### config.mk
export PLATFORM = sky130hd
export DESIGN_NAME = ram_burst_ctrl
export DESIGN_NICKNAME = d
export VERILOG_FILES = /design/src/rtl/ram_burst_ctrl.sv
export SDC_FILE = /design/constraint.sdc
export NUM_CORES = 1
export LEC_CHECK = 0
export ABC_AREA = 1
export BUFFER_PORTS_ARGS = -buffer_cell sky130_fd_sc_hd__buf_2
export CAP_MARGIN = 30
export CELL_PAD_IN_SITES_DETAIL_PLACEMENT = 1
export CELL_PAD_IN_SITES_GLOBAL_PLACEMENT = 1
export CORE_MARGIN = 2
export CORE_UTILIZATION = 29
export DETAILED_ROUTE_END_ITERATION = 16
export PLACE_DENSITY_LB_ADDON = 0.1
export SETUP_SLACK_MARGIN = 0.15
export SYNTH_ARGS = -nofsm -noshare
export SYNTH_HDL_FRONTEND = slang
export SYNTH_SLANG_ARGS = --single-unit
### constraint.sdc
create_clock -name i_clk -period 1.5 [get_ports i_clk]
set_input_delay 0.15 -clock i_clk [delete_from_list [all_inputs] [get_ports i_clk]]
set_output_delay 0.15 -clock i_clk [all_outputs]
set_load 0.1 [all_outputs]
### src/rtl/ram_burst_ctrl.sv
// ram_burst_ctrl
// Request-driven burst sequencer for the 4x8 RAM (two 2x8 halves). Accepts
// 1-4 beat read/write bursts over valid/ready, drives the RAM R_W/ADDR/DATA_IN
// pins, and captures combinational RAM read data into a backpressured output
// register. Burst addresses wrap modulo 2^AW.
//
// Optional feature: define RAM_BURST_WRITE_VERIFY_EN to read back every
// written beat for one cycle (VERIFY) and flag mismatches on o_verify_err.
// With the macro undefined there is no VERIFY state and o_verify_err is 0.
module ram_burst_ctrl #(
   parameter int AW = 2,
   parameter int DW = 8
) (
   input  logic          i_clk,
   input  logic          i_clr,
   input  logic          i_req_valid,
   output logic          o_req_ready,
   input  logic          i_req_write,
   input  logic [AW-1:0] i_req_addr,
   input  logic [1:0]    i_req_len,
   input  logic          i_wdata_valid,
   output logic          o_wdata_ready,
   input  logic [DW-1:0] i_wdata,
   output logic          o_rdata_valid,
   input  logic          i_rdata_ready,
   output logic [DW-1:0] o_rdata,
   output logic          o_done,
   output logic          o_verify_err,
   output logic          o_ram_rw,
   output logic [AW-1:0] o_ram_addr,
   output logic [DW-1:0] o_ram_din,
   input  logic [DW-1:0] i_ram_dout
);

`ifdef RAM_BURST_WRITE_VERIFY_EN
   typedef enum logic [1:0] {
      S_IDLE   = 2'd0,
      S_WRITE  = 2'd1,
      S_READ   = 2'd2,
      S_VERIFY = 2'd3
   } state_t;
`else
   typedef enum logic [1:0] {
      S_IDLE  = 2'd0,
      S_WRITE = 2'd1,
      S_READ  = 2'd2
   } state_t;
`endif

   state_t        r_state;
   logic [AW-1:0] r_cur_addr;
   logic [1:0]    r_remain;       // beats left after the current one
   logic [DW-1:0] r_rdata;
   logic          r_rdata_valid;
   logic          r_done;
`ifdef RAM_BURST_WRITE_VERIFY_EN
   logic          r_verify_err;
   logic [DW-1:0] r_wbeat;        // copy of the beat just written, for readback
`endif

   logic          w_req_fire;
   logic          w_capture;
   logic          w_last;
   logic [AW-1:0] w_addr_nxt;

   // A pending read beat blocks new requests so the output register never
   // has to hold beats from two bursts.
   assign o_req_ready   = (r_state == S_IDLE) && !r_rdata_valid;
   assign w_req_fire    = i_req_valid && o_req_ready;

   // CLR gates the write strobe so a reset mid-burst stops writes that same edge.
   assign o_wdata_ready = (r_state == S_WRITE) && !i_clr;
   assign o_ram_rw      = o_wdata_ready && i_wdata_valid;
   assign o_ram_addr    = (r_state == S_IDLE) ? '0 : r_cur_addr;
   assign o_ram_din     = (r_state == S_WRITE) ? i_wdata : '0;

   assign w_capture     = (r_state == S_READ) && (!r_rdata_valid || i_rdata_ready);
   assign w_last        = (r_remain == 2'd0);
   assign w_addr_nxt    = r_cur_addr + 1'b1;

   assign o_rdata_valid = r_rdata_valid;
   assign o_rdata       = r_rdata;
   assign o_done        = r_done;
`ifdef RAM_BURST_WRITE_VERIFY_EN
   assign o_verify_err  = r_verify_err;
`else
   assign o_verify_err  = 1'b0;
`endif

   // Burst sequencer: request capture, beat counting, read capture, done pulse.
   always_ff @(posedge i_clk) begin
      if (i_clr) begin
         r_state       <= S_IDLE;
         r_cur_addr    <= '0;
         r_remain      <= 2'd0;
         r_rdata       <= '0;
         r_rdata_valid <= 1'b0;
         r_done        <= 1'b0;
`ifdef RAM_BURST_WRITE_VERIFY_EN
         r_verify_err  <= 1'b0;
         r_wbeat       <= '0;
`endif
      end else begin
         r_done <= 1'b0;
         // Consumer drain; a capture below in the same cycle overrides this.
         if (r_rdata_valid && i_rdata_ready)
            r_rdata_valid <= 1'b0;

         case (r_state)
            S_IDLE: begin
               if (w_req_fire) begin
                  r_cur_addr <= i_req_addr;
                  r_remain   <= i_req_len;
                  r_state    <= i_req_write ? S_WRITE : S_READ;
`ifdef RAM_BURST_WRITE_VERIFY_EN
                  r_verify_err <= 1'b0;
`endif
               end
            end

            S_WRITE: begin
               if (i_wdata_valid) begin
`ifdef RAM_BURST_WRITE_VERIFY_EN
                  // Hold the address; VERIFY reads it back before advancing.
                  r_wbeat <= i_wdata;
                  r_state <= S_VERIFY;
`else
                  r_cur_addr <= w_addr_nxt;
                  if (w_last) begin
                     r_state <= S_IDLE;
                     r_done  <= 1'b1;
                  end else begin
                     r_remain <= r_remain - 2'd1;
                  end
`endif
               end
            end

`ifdef RAM_BURST_WRITE_VERIFY_EN
            S_VERIFY: begin
               if (i_ram_dout != r_wbeat)
                  r_verify_err <= 1'b1;
               r_cur_addr <= w_addr_nxt;
               if (w_last) begin
                  r_state <= S_IDLE;
                  r_done  <= 1'b1;
               end else begin
                  r_remain <= r_remain - 2'd1;
                  r_state  <= S_WRITE;
               end
            end
`endif

            S_READ: begin
               if (w_capture) begin
                  r_rdata       <= i_ram_dout;
                  r_rdata_valid <= 1'b1;
                  r_cur_addr    <= w_addr_nxt;
                  if (w_last) begin
                     r_state <= S_IDLE;
                     r_done  <= 1'b1;
                  end else begin
                     r_remain <= r_remain - 2'd1;
                  end
               end
            end

            default: r_state <= S_IDLE;
         endcase
      end
   end

endmodule

==> metrics <==
final wirelength=3028 um; YS warnings=0; number of global-route vias before repair=1075; max incr delay on CP=0.38 ns; Yosys top cell by area=dfxtp_1; register area share after synthesis=0.3455; fin crit share=1.018; net count after synthesis=169; CP endpoint kind=output pin; crit path launch type=flip-flop; pre-CTS WS=-0.02778 ns; RSZ-0062 raised after global routing=true; # setup viols final=6; Clk Latency, worst-skew pair=0.28 ns; fin. max-slew vios=0; Most used DFF post-synth=dfxtp_1; Area Overhead vs Synth=85.83%; row cnt=20; clock slew at reported path FFs=0.10 ns; Gate Count Post-Synth=138; data required time of the critical path=1.35 ns; number of port buffers=48; post-synthesis cell type count=22; clk sinks=16; Leak=0.8197 nW; final hold vios=0; WS Path Type=reg -> out; post-synth top area share=0.3455; most frequent cells after synthesis=nor2_1 (31), nand2_1 (26), inv_1 (21), dfxtp_1 (16), o21ai_0 (11); layout cell share with drive strength beyond 1=0.5714; Routed wire per std cell=12.62 um; Post-synth EDFFs=0; Synth area leaders=dfxtp_1 (35%), nor2_1 (13%), nand2_1 (11%), inv_1 (8.5%), ha_1 (6.7%); failing checks=negative setup slack; power per cell area=2393 mW/mm2; Max Clock Skew=0.005925 ns; Mapped Area=927.1 um2; CP Data Arrival Time=1.38 ns; Post-synth ARST share=0; DR vias=1047; initial antenna violation count=0; Final HPWL DP=2290 um; Final ANT Viol Nets=0; pin count of the biggest net entering global routing=14; max_cap viols=0; CTS hold repair buffers=0; DRC=0; Buffers & Inverters on Critical Path=4; fin nets=228; cell family with most CP delay=buffers and inverters; 1st-pass router iterations=4; Num CTS Buffers=3; top-count cell post-synth=nor2_1; 1st-iter DRT viols=17; setup_tns=-0.1001 ns; Congestion Overflow GR=0; total power=4.123 mW; Mean Syn Cell Area=6.718 um2; H-tree levels=1; FF+latch count, synth=16; Starting Density=0.3037; I/O pins=50; Antenna Cells=0; die height=60.54 um; CP max stage cell=dfxtp_4; clk buf depth=2; die width=60.54 um; core area=0.003053 mm2; drt via density=4.363; GP Congestion=0.7469; crit-path cells=inv_4 -> ha_4 -> buf_4 -> nand2_4 -> clkinvlp_4 -> buf_12; GRT Util Overall=0.1854; CP max FO=5; Fill cells=386; fmax=655.1 MHz; DIE AREA=0.003665 mm2; first-pass GRT wire length=4961 um; Root Buffer=clkbuf_4; CTS tree=yes; HP Class=in -> reg; final setup margin=-0.02642 ns; outcome=finished, violations left; VDD IR-drop max=1035 uV; Tmin final=1.526 ns
[flip-flops by register name (all words and copies together) (netlist names)]
register,cells
r_state,2
o_rdata_valid,1
o_rdata,8
o_done,1
r_cur_addr,2
r_remain,2
[what timing repair did]
| item | 4_1_cts | 5_1_grt |
|---|---|---|
| setup buffers | 8 | 0 |
| setup endpoints to repair | 19 | 26 |
| resized for setup | 31 | 9 |
| pin swaps | 10 | 8 |
[worst reg2reg max path, delay by kind of cell (launching register included)]
family / cells / cell delay [ns]
simple gates: 6 / 0.44
buf+inv: 3 / 0.34
fa+ha+maj: 1 / 0.18
flops: 1 / 0.38
[layer usage]
metal | global-route usage | share of wire | vias to the layer above
met3 | 0.02345 | 0.051 | 2
met5 | 0 | 0 | -
met4 | 0.06522 | 0.0063 | 0
li1 | - | - | 526
met1 | 0.2062 | 0.38 | 489
met2 | 0.3587 | 0.56 | 30
[layout by cell type (no fill, tap or decap), types with 6 or more instances in the layout]
cell type   count
buf_12         13
buf_2          35
buf_4           6
clkinvlp_4      8
dfxtp_1        13
inv_1           9
nand2_1        16
nand2_2         6
nand2_4        11
nor2_1         26
nor2_4          7
o21ai_0        10
[worst paths after layout]
kind | slack, ns | start | cells after the start | end
max | -0.03 | r_state[1]$_SDFFE_PP0P_ | 6 | o_ram_din[3]
min | 0.12 | i_ram_dout[6] | 3 | o_rdata[6]$_SDFFE_PP0P_
max reg2reg | 0.06 | r_state[1]$_SDFFE_PP0P_ | 10 | r_state[1]$_SDFFE_PP0P_
min reg2reg | 0.49 | o_rdata[5]$_SDFFE_PP0P_ | 2 | o_rdata[5]$_SDFFE_PP0P_
[where the power goes]
part	switching (mW)	internal [mW]
Combinational	2.17	0.973
Clock	0.138	0.148
Sequential	0.108	0.589
Total	2.41	1.71
[kinds of logic (layout without fill, tap and decap cells)]
family,Yosys count,count (layout),share of synthesized area
buf+inv,28,86,0.1255
fa+ha+maj,5,5,0.06748
compound gates,17,17,0.1026
other cells,1,1,0.004045
simple gates,71,71,0.3549
flops,16,16,0.3455
[cell type report]
class	count	area (um2)	share of cell area
inverters	25	136.4	0.07916
flip-flops and latches	16	331.6	0.1924
well taps	44	55.05	0.03195
multi-input cells	94	645.6	0.3747
repair buffers	57	518.0	0.3007
clock buffers	4	36.28	0.02106
[through the flow]
| stage | hold WS (ns) | cell area, um2 | utilization | cells |
|---|---|---|---|---|
| finish | 0.1179 | 1723 | 0.5643 | 240 |
| global route | 0.1153 | 1723 | 0.5643 | 240 |
| CTS | 0.1118 | 1700 | 0.5570 | 240 |
| detailed placement | 0.4188 | 1490 | 0.4881 | 228 |
| global placement | 0.4025 | 1490 | 0.4881 | 228 |
| floorplan | 0.2094 | 1018 | - | 138 |
No activity file was read; power rests on OpenSTA's default activity.
